File: config.mk
export PLATFORM = sky130hd
export DESIGN_NAME = vga_scan_ctrl_flat
export DESIGN_NICKNAME = d
export VERILOG_FILES = /design/src/rtl/vga_scan_ctrl_if.sv /design/src/rtl/vga_scan_ctrl.sv /design/src/flat_wrapper.sv
export SDC_FILE = /design/constraint.sdc
export NUM_CORES = 1
export LEC_CHECK = 0
export ABC_AREA = 1
export CORE_MARGIN = 2
export CORE_UTILIZATION = 49
export CTS_BUF_LIST = sky130_fd_sc_hd__clkbuf_8 sky130_fd_sc_hd__clkbuf_16
export DETAILED_ROUTE_END_ITERATION = 8
export HOLD_SLACK_MARGIN = 0.06
export PLACE_DENSITY = 0.87
export SYNTH_ARGS = -nofsm -noshare
export SYNTH_HDL_FRONTEND = slang
export SYNTH_SLANG_ARGS = --single-unit
File: constraint.sdc
create_clock -name clk -period 2 [get_ports clk]
set_clock_uncertainty 0.15 [all_clocks]
set_input_delay 0.2 -clock clk [delete_from_list [all_inputs] [get_ports clk]]
set_output_delay 0.2 -clock clk [all_outputs]
set_load 0.005 [all_outputs]
File: src/rtl/vga_scan_ctrl_if.sv
`default_nettype none
// ============================================================================
// Module      : vga_scan_ctrl_if
// Description : Pixel-scan bus between the VGA scan controller (master) and
//               the card renderers / pin consumers (slave).
// Revision    : 1.0  initial release
// ============================================================================
interface vga_scan_ctrl_if;
    logic [8:0] rgb_in;
    logic       card_on_in;
    logic [9:0] HCount;
    logic [9:0] VCount;
    logic       pixel_tick;
    logic       frame_start;
    logic       hsync;
    logic       vsync;
    logic [8:0] rgb_out;

    modport master (
        input  rgb_in, card_on_in,
        output HCount, VCount, pixel_tick, frame_start, hsync, vsync, rgb_out
    );

    modport slave (
        output rgb_in, card_on_in,
        input  HCount, VCount, pixel_tick, frame_start, hsync, vsync, rgb_out
    );
endinterface
`default_nettype wire

File: src/rtl/vga_scan_ctrl.sv
`default_nettype none
// ============================================================================
// Module      : vga_scan_ctrl
// Description : VGA 640x480@60 scan controller. Generates pixel tick, counts
//               and syncs; aligns renderer colour with delayed sync.
//               Optional define BORDER_EN adds a white 1-pixel frame border.
// Revision    : 1.0  initial release
// ============================================================================
module vga_scan_ctrl #(
    parameter int unsigned TICK_DIV   = 2,
    parameter int unsigned RENDER_LAT = 2,
    parameter logic [8:0]  BG_RGB     = 9'h000,
    parameter int unsigned H_VIS      = 640,
    parameter int unsigned H_FP       = 16,
    parameter int unsigned H_SYNC     = 96,
    parameter int unsigned H_BP       = 48,
    parameter int unsigned V_VIS      = 480,
    parameter int unsigned V_FP       = 10,
    parameter int unsigned V_SYNC     = 2,
    parameter int unsigned V_BP       = 33
) (
    input  logic            clk,
    input  logic            rst_n,
    vga_scan_ctrl_if.master bus
);

    localparam int unsigned    c_TW         = (TICK_DIV > 1) ? $clog2(TICK_DIV) : 1;
    localparam logic [c_TW-1:0] c_TICK_LAST = c_TW'(TICK_DIV - 1);
    localparam logic [9:0]     c_H_LAST     = 10'(H_VIS + H_FP + H_SYNC + H_BP - 1);
    localparam logic [9:0]     c_V_LAST     = 10'(V_VIS + V_FP + V_SYNC + V_BP - 1);
    localparam logic [9:0]     c_H_VIS      = 10'(H_VIS);
    localparam logic [9:0]     c_V_VIS      = 10'(V_VIS);
    localparam logic [9:0]     c_HS_START   = 10'(H_VIS + H_FP);
    localparam logic [9:0]     c_HS_END     = 10'(H_VIS + H_FP + H_SYNC);
    localparam logic [9:0]     c_VS_START   = 10'(V_VIS + V_FP);
    localparam logic [9:0]     c_VS_END     = 10'(V_VIS + V_FP + V_SYNC);

    // Pipeline word: {[vcount, hcount,] hs, vs, vid}; idle = syncs high, blank
`ifdef BORDER_EN
    localparam int unsigned    c_PW         = 23;
    localparam logic [9:0]     c_H_EDGE     = 10'(H_VIS - 1);
    localparam logic [9:0]     c_V_EDGE     = 10'(V_VIS - 1);
`else
    localparam int unsigned    c_PW         = 3;
`endif
    localparam logic [c_PW-1:0] c_PIPE_IDLE = c_PW'(3'b110);

    logic [c_TW-1:0] tick_cnt_q, tick_cnt_d;
    logic            pixel_tick_q;
    logic [9:0]      hcount_q, hcount_d;
    logic [9:0]      vcount_q, vcount_d;
    logic            frame_start_q, frame_start_d;
    logic            hsync_q, vsync_q;
    logic [8:0]      rgb_out_q, rgb_out_d;

    logic            w_hs_raw, w_vs_raw, w_vid_raw;
    logic [c_PW-1:0] w_pipe_in, w_pipe_out;

    // ---------------------------------------------------------------- tick
    always_comb begin
        tick_cnt_d = (tick_cnt_q == c_TICK_LAST) ? '0 : tick_cnt_q + c_TW'(1);
    end

    // Registered strobe is high while the count sits at TICK_DIV-1
    always_ff @(posedge clk or negedge rst_n) begin
        if (!rst_n) begin
            tick_cnt_q   <= '0;
            pixel_tick_q <= 1'b0;
        end else begin
            tick_cnt_q   <= tick_cnt_d;
            pixel_tick_q <= (tick_cnt_d == c_TICK_LAST);
        end
    end

    // ------------------------------------------------------------ counters
    always_comb begin
        hcount_d      = hcount_q;
        vcount_d      = vcount_q;
        frame_start_d = 1'b0;
        if (pixel_tick_q) begin
            if (hcount_q == c_H_LAST) begin
                hcount_d = '0;
                if (vcount_q == c_V_LAST) begin
                    vcount_d      = '0;
                    frame_start_d = 1'b1;
                end else begin
                    vcount_d = vcount_q + 10'd1;
                end
            end else begin
                hcount_d = hcount_q + 10'd1;
            end
        end
    end

    always_ff @(posedge clk or negedge rst_n) begin
        if (!rst_n) begin
            hcount_q      <= '0;
            vcount_q      <= '0;
            frame_start_q <= 1'b0;
        end else begin
            hcount_q      <= hcount_d;
            vcount_q      <= vcount_d;
            frame_start_q <= frame_start_d;
        end
    end

    // -------------------------------------------------------------- decode
    assign w_hs_raw  = !((hcount_q >= c_HS_START) && (hcount_q < c_HS_END));
    assign w_vs_raw  = !((vcount_q >= c_VS_START) && (vcount_q < c_VS_END));
    assign w_vid_raw = (hcount_q < c_H_VIS) && (vcount_q < c_V_VIS);

`ifdef BORDER_EN
    assign w_pipe_in = {vcount_q, hcount_q, w_hs_raw, w_vs_raw, w_vid_raw};
`else
    assign w_pipe_in = {w_hs_raw, w_vs_raw, w_vid_raw};
`endif

    // Delay advances every clk so the renderer latency is in clk cycles
    generate
        if (RENDER_LAT == 0) begin : g_no_lat
            assign w_pipe_out = w_pipe_in;
        end else begin : g_lat
            logic [c_PW-1:0] pipe_q [RENDER_LAT];
            always_ff @(posedge clk or negedge rst_n) begin
                if (!rst_n) begin
                    for (int i = 0; i < int'(RENDER_LAT); i++) begin
                        pipe_q[i] <= c_PIPE_IDLE;
                    end
                end else begin
                    pipe_q[0] <= w_pipe_in;
                    for (int i = 1; i < int'(RENDER_LAT); i++) begin
                        pipe_q[i] <= pipe_q[i-1];
                    end
                end
            end
            assign w_pipe_out = pipe_q[RENDER_LAT-1];
        end
    endgenerate

    // -------------------------------------------------------- output stage
`ifdef BORDER_EN
    logic [9:0] w_h_dly, w_v_dly;
    logic       w_on_border;
    assign w_h_dly     = w_pipe_out[12:3];
    assign w_v_dly     = w_pipe_out[22:13];
    assign w_on_border = (w_h_dly == 10'd0) || (w_h_dly == c_H_EDGE) ||
                         (w_v_dly == 10'd0) || (w_v_dly == c_V_EDGE);
`endif

    always_comb begin
        rgb_out_d = 9'h000;
        if (w_pipe_out[0]) begin
            if (bus.card_on_in) begin
                rgb_out_d = bus.rgb_in;
            end
`ifdef BORDER_EN
            else if (w_on_border) begin
                rgb_out_d = 9'h1FF;
            end
`endif
            else begin
                rgb_out_d = BG_RGB;
            end
        end
    end

    always_ff @(posedge clk or negedge rst_n) begin
        if (!rst_n) begin
            hsync_q   <= 1'b1;
            vsync_q   <= 1'b1;
            rgb_out_q <= 9'h000;
        end else begin
            hsync_q   <= w_pipe_out[2];
            vsync_q   <= w_pipe_out[1];
            rgb_out_q <= rgb_out_d;
        end
    end

    assign bus.HCount      = hcount_q;
    assign bus.VCount      = vcount_q;
    assign bus.pixel_tick  = pixel_tick_q;
    assign bus.frame_start = frame_start_q;
    assign bus.hsync       = hsync_q;
    assign bus.vsync       = vsync_q;
    assign bus.rgb_out     = rgb_out_q;

endmodule
`default_nettype wire

File: src/flat_wrapper.sv
// flat-port wrapper written by rule: the top's interface ports become plain ports
module vga_scan_ctrl_flat 
#(
    parameter int unsigned TICK_DIV   = 2,
    parameter int unsigned RENDER_LAT = 2,
    parameter logic [8:0]  BG_RGB     = 9'h000,
    parameter int unsigned H_VIS      = 640,
    parameter int unsigned H_FP       = 16,
    parameter int unsigned H_SYNC     = 96,
    parameter int unsigned H_BP       = 48,
    parameter int unsigned V_VIS      = 480,
    parameter int unsigned V_FP       = 10,
    parameter int unsigned V_SYNC     = 2,
    parameter int unsigned V_BP       = 33
)
  (clk, rst_n, bus_rgb_in, bus_card_on_in, bus_HCount, bus_VCount, bus_pixel_tick, bus_frame_start, bus_hsync, bus_vsync, bus_rgb_out);
  vga_scan_ctrl_if bus_i ();
  input  logic clk;
  input  logic rst_n;
  input wire logic [$bits(bus_i.rgb_in)-1:0] bus_rgb_in;
  input wire logic [$bits(bus_i.card_on_in)-1:0] bus_card_on_in;
  output wire logic [$bits(bus_i.HCount)-1:0] bus_HCount;
  output wire logic [$bits(bus_i.VCount)-1:0] bus_VCount;
  output wire logic [$bits(bus_i.pixel_tick)-1:0] bus_pixel_tick;
  output wire logic [$bits(bus_i.frame_start)-1:0] bus_frame_start;
  output wire logic [$bits(bus_i.hsync)-1:0] bus_hsync;
  output wire logic [$bits(bus_i.vsync)-1:0] bus_vsync;
  output wire logic [$bits(bus_i.rgb_out)-1:0] bus_rgb_out;
  assign bus_i.rgb_in = bus_rgb_in;
  assign bus_i.card_on_in = bus_card_on_in;
  assign bus_HCount = bus_i.HCount;
  assign bus_VCount = bus_i.VCount;
  assign bus_pixel_tick = bus_i.pixel_tick;
  assign bus_frame_start = bus_i.frame_start;
  assign bus_hsync = bus_i.hsync;
  assign bus_vsync = bus_i.vsync;
  assign bus_rgb_out = bus_i.rgb_out;
  vga_scan_ctrl #(.TICK_DIV(TICK_DIV), .RENDER_LAT(RENDER_LAT), .BG_RGB(BG_RGB), .H_VIS(H_VIS), .H_FP(H_FP), .H_SYNC(H_SYNC), .H_BP(H_BP), .V_VIS(V_VIS), .V_FP(V_FP), .V_SYNC(V_SYNC), .V_BP(V_BP)) u_core (.clk(clk), .rst_n(rst_n), .bus(bus_i));
endmodule
# Word level (Yosys, flattened, before mapping)
# Cells that the tools add are included.
# totals
word_cells	34
output_inout_bits	33
inputBits	12
regBits	39
# op_classes
n_lt_le_gt_ge	6
add_sub_neg	3
n_reduce_logical	6
n_eq_ne	2
mux	8
# op_table
op	n
10-bit by 1-bit adder with 10-bit output, second input constant	2
10-bit == test, second input constant	2
10-bit < comparator, second input constant	2
10-bit by 9-bit < comparator with 1-bit output, second input constant	2
10-bit 2-to-1 mux	2
9-bit 2-to-1 mux	2
10-bit >= comparator, second input constant	1
10-bit by 9-bit >= comparator with 1-bit output, second input constant	1
1-bit 2-to-1 mux	4
1-bit logical AND	3
1-bit zero test	2
2-bit AND reduction	1
1-bit adder, second input constant	1

# Longest topological paths before layout
# Gate-level depths: netlist of run 1.
# logic_depth
word_depth	4
depth_mapped	9

# Least setup slack after synthesis of run 1
# OpenSTA, ideal clock, no wires.
# synth_path
path_kind	register to register
start	reg u_core.hcount_q[0], in the netlist u_core.bus.HCount[0]
end	reg u_core.vcount_q[1], in the netlist u_core.bus.VCount[1]
slack_ns	0.536
setup_ns	0.083
n_path_buf	1
arrival_ns	1.232
path_stages_with_launch	9
t_required_ns	1.767
path_cell_list	dfrtp_1 > ha_1 > nand2_1 > nor2_4 > nand4_4 > nor2_4 > buf_6 > nand3_1 > o21ai_0
# synth_between
elab_chain_len	2
# synth_lines
element	line_no	text
from (decl)	vga_scan_ctrl.sv:50	logic [9:0] hcount_q, hcount_d;
from (signal assigned)	vga_scan_ctrl.sv:101	hcount_q <= hcount_d;
10-bit == test	vga_scan_ctrl.sv:81	if (hcount_q == c_H_LAST) begin
2-bit AND reduction (no source line)	n/a	
to (signal assigned)	vga_scan_ctrl.sv:102	vcount_q <= vcount_d;
to (decl)	vga_scan_ctrl.sv:51	logic [9:0] vcount_q, vcount_d;
# Every way passes these cells.
# A chain may end at the register's enable or synchronous reset.

==> flow_summary.yaml, run 1 <==
status:
  status: "complete, no violations"
sta:
  fmax_mhz: 573
  fin_crit_sh: 0.872
  tns_ns: 0
  rsz0062_at_grt: "no"
  setup_viol: 0
  hold_viol_final: 0
  fin_ws_ns: 0.256
  worst_pin_slew_ns: 0.468
  period_minus_slack_ns: 1.74
  final_max_slew_viol_count: 0
  relSlewSlack: 0.688
clocking:
  clockBufferDepth: 2
  numCtsBuffers: 5
  clockRootBuffer: "clkbuf_8"
  h-tree-depth: 2
  clock_latency_ns: 0.29
  cts_tree: "done"
  clk_pin_slew_ns: 0.07
  clock_sinks: 39
  ctsResizeCount: 0
route:
  vias_per_cell: 4.99
  drt.antenna.violating_nets: 0
  drc: 0
  dr.pass1.iters: 5
  wl_per_cell_um: 12.2
  drt-initial-drc-count: 63
  totalWireLength_um: 3760
  vias: 1532
die:
  row_count: 22
  io_pins: 45
  die_w_um: 65.1
  core_um2: 3630
  die_area_um2: 4230
  initial_core_util: 0.503
  die_height_um: 65.1
place:
  place_ws_ns: 0.283
  io_buffer_count: 44
  globalplace.congestion: 0.898
  dp_hpwl_um: 2680
global_routing:
  antenna_found_initial: 0
  grt_usage: 0.199
  grt_pass1_wl_um: 6500
  overflow: 0
  grt_pass1_vias: 1460
  grt_max_degree: 40
worst_setup_path:
  reg2reg_depth: 8
  worstPathCellList: "clkdlybuf4s50_1"
  cp.arrival_ns: 1.39
  cp_slowest_cell: "clkdlybuf4s50_1"
  path_delay_family: "buffers and inverters"
  ff2ff_setup_slack_ns: 0.28
  reg2reg_to: "u_core.bus.VCount[6]"
  crit_buf_inv: 1
  start_kind: "flop"
  startpoint: "u_core.tick_cnt_q"
  max_stage_delay_ns: 0.57
  cp.depth: 1
  path_class: "flop to output pin"
  r2r_start: "u_core.bus.HCount[1]"
  crit_path_end_kind: "output pin"
  crit_end: "bus_pixel_tick"
  crit_fanout: 11
  worst_ep_required_time_ns: 1.65
synthesis:
  synth_top_family_by_area: "simple AND/OR/NAND/NOR gates"
  synth-seq-cells: 39
  ys.flop_type: "dfrtp_1"
  synth_fa_ha_area_frac: 0.0274
  synth-xor-area-share: 0.0336
  synth.avg_cell_area_um2: 8.78
  synth_compound_area_frac: 0.0274
  synth_cells: 208
  yosys_warnings: 0
  synthMuxAreaShare: 0
  synth_edf_count: 0
  synthSimpleGateAreaFrac: 0.287
  yosysSeqAreaShare: 0.538
  synthArstFlopShare: 1.00
  synth.distinct_cells: 24
  synth_nets: 224
  synth_area_um2: 1830
job:
  maxCapViolations: 0
power_and_ir_drop:
  p_int_mw: 1.24
  power_switching_mw: 0.298
  pwr-share-comb: 0.044
  switching_share: 0.194
  clkPwrFrac: 0.436
  peakVddDrop_mv: 0.313
  p_leak_nw: 1.15
  power_density_nw_per_um2: 630
  fin_total_pwr_mw: 1.54
  sequentialPowerShare: 0.520
hold_path:
  hold_start: "u_core.w_pipe_out[2]"
  hold_path.class: "flop to flop"
finish:
  n_antenna_cell: 0
  nNetsFinal: 274
  syn_to_final_growth_pct: 33.5
  drive_gt1_frac: 0.104
==> cell type report <==
cell class,instances,area (µm²)
clock inverters,2,35.0
clock buffers,6,82.6
multi-input cells,130,686
fillers,282,1190
well taps,48,60.1
inverters,35,131
flip-flops and latches,39,983
repair buffers,47,460
==> logic make-up (layout without fill, tap and decap cells) <==
kind of cell / after synthesis / count (layout)
and+or+nand+nor: 109 / 109
AOI/OAI and AO/OA: 10 / 10
DFF: 39 / 39
xor gates and xnor gates: 7 / 7
adders and majority gates: 4 / 4
buffers and inverters: 39 / 90
==> worst min-delay path by stage <==
stage                                  to  slack, ns  depth (start not counted)
floorplan            u_core.bus.HCount[0]      -0.25                          0
global placement    u_core.bus.rgb_out[6]       0.12                          2
detailed placement  u_core.bus.rgb_out[1]       0.13                          2
CTS                      u_core.bus.hsync       0.21                          0
global route             u_core.bus.hsync       0.21                          0
finish                   u_core.bus.hsync       0.21                          0
==> layer usage <==
| layer | up-vias | GRT usage | part of all wire |
|---|---|---|---|
| met1 | 705 | 0.230 | 0.42 |
| met3 | 7 | 0.0660 | 0.089 |
| met2 | 65 | 0.344 | 0.47 |
| met4 | 0 | 0.0729 | 0.016 |
| met5 | - | 0 | 0 |
| li1 | 755 | - | - |
==> per-stage QoR <==
stage	util	instances	hold slack, ns	instance area, µm²
global placement	0.636	298	0.119	2310
detailed placement	0.636	298	0.126	2310
CTS	0.671	307	0.208	2440
finish	0.671	307	0.207	2440
floorplan	-	208	-0.246	1830
global route	0.671	307	0.213	2440
==> repair_timing <==
item	4_1_cts	5_1_grt
hold endpoints to repair	33	0
setup buffers	0	0
hold buffers	1	0
==> layout by cell type, fill, tap and decap left out <==
cell,synthesis,layout
inv_2,4,4
ha_1,4,4
nor3_1,7,7
dlygate4sd3_1,0,1
dfstp_2,6,6
nand3_1,16,16
nand4_2,1,1
nor2_1,31,31
and3_1,1,1
inv_1,31,31
clkdlybuf4s50_1,0,43
nand3b_1,2,2
o21ai_1,4,4
buf_4,0,2
nor4_1,2,2
nand4_1,8,8
nand2_1,36,36
xnor2_1,2,2
bufinv_16,0,1
a21oi_1,2,2
or2_2,1,1
dfrtp_1,33,33
clkinv_2,0,1
clkbuf_8,0,6
nor2_4,3,3
nand4_4,1,1
xor2_1,5,5
buf_2,3,1
o21ai_0,4,4
==> power groups by stage <==
stage | sequential (mW) | combinational, mW | clock [mW]
global route | 0.800 | 0.0759 | 0.739
global placement | 0.814 | 0.0655 | 0
detailed placement | 0.815 | 0.0671 | 0
floorplan | 0.817 | 0.00879 | 0
CTS | 0.800 | 0.0688 | 0.682
finish | 0.800 | 0.0669 | 0.671
==> synth_stat cells, drive strengths merged, types with 4 or more instances <==
cell   instances  area share
nor3           7       0.019
nand4         10       0.046
nand2         36       0.074
dfstp          6       0.086
o21ai          8       0.022
nor2          34       0.082
nand3         16       0.044
inv           35       0.072
dfrtp         33        0.45
buf            4       0.014
xor2           5       0.024
ha             4       0.027
==> registers in the layout, summed over array words and instances, names as in the netlist <==
signal                  cells
u_core.bus.rgb_out          9
u_core.bus.VCount          10
u_core.tick_cnt_q           1
u_core.bus.HCount          10
u_core.w_pipe_out           3
u_core.bus.vsync            1
u_core.g_lat.pipe_q         3
u_core.bus.hsync            1
u_core.bus.frame_start      1
(Power assumes the default switching activity.)
==> run 2, diff against run 1 <==
--- a/config.mk
+++ b/config.mk
@@ -10,6 +10,7 @@
 export CORE_UTILIZATION = 49
 export CTS_BUF_LIST = sky130_fd_sc_hd__clkbuf_8 sky130_fd_sc_hd__clkbuf_16
 export DETAILED_ROUTE_END_ITERATION = 8
+export GPL_TIMING_DRIVEN = 1
 export HOLD_SLACK_MARGIN = 0.06
 export PLACE_DENSITY = 0.87
 export SYNTH_ARGS = -nofsm -noshare
==> results of run 2 <==
Final layout, timing and power as in run 1 (identical DEF).
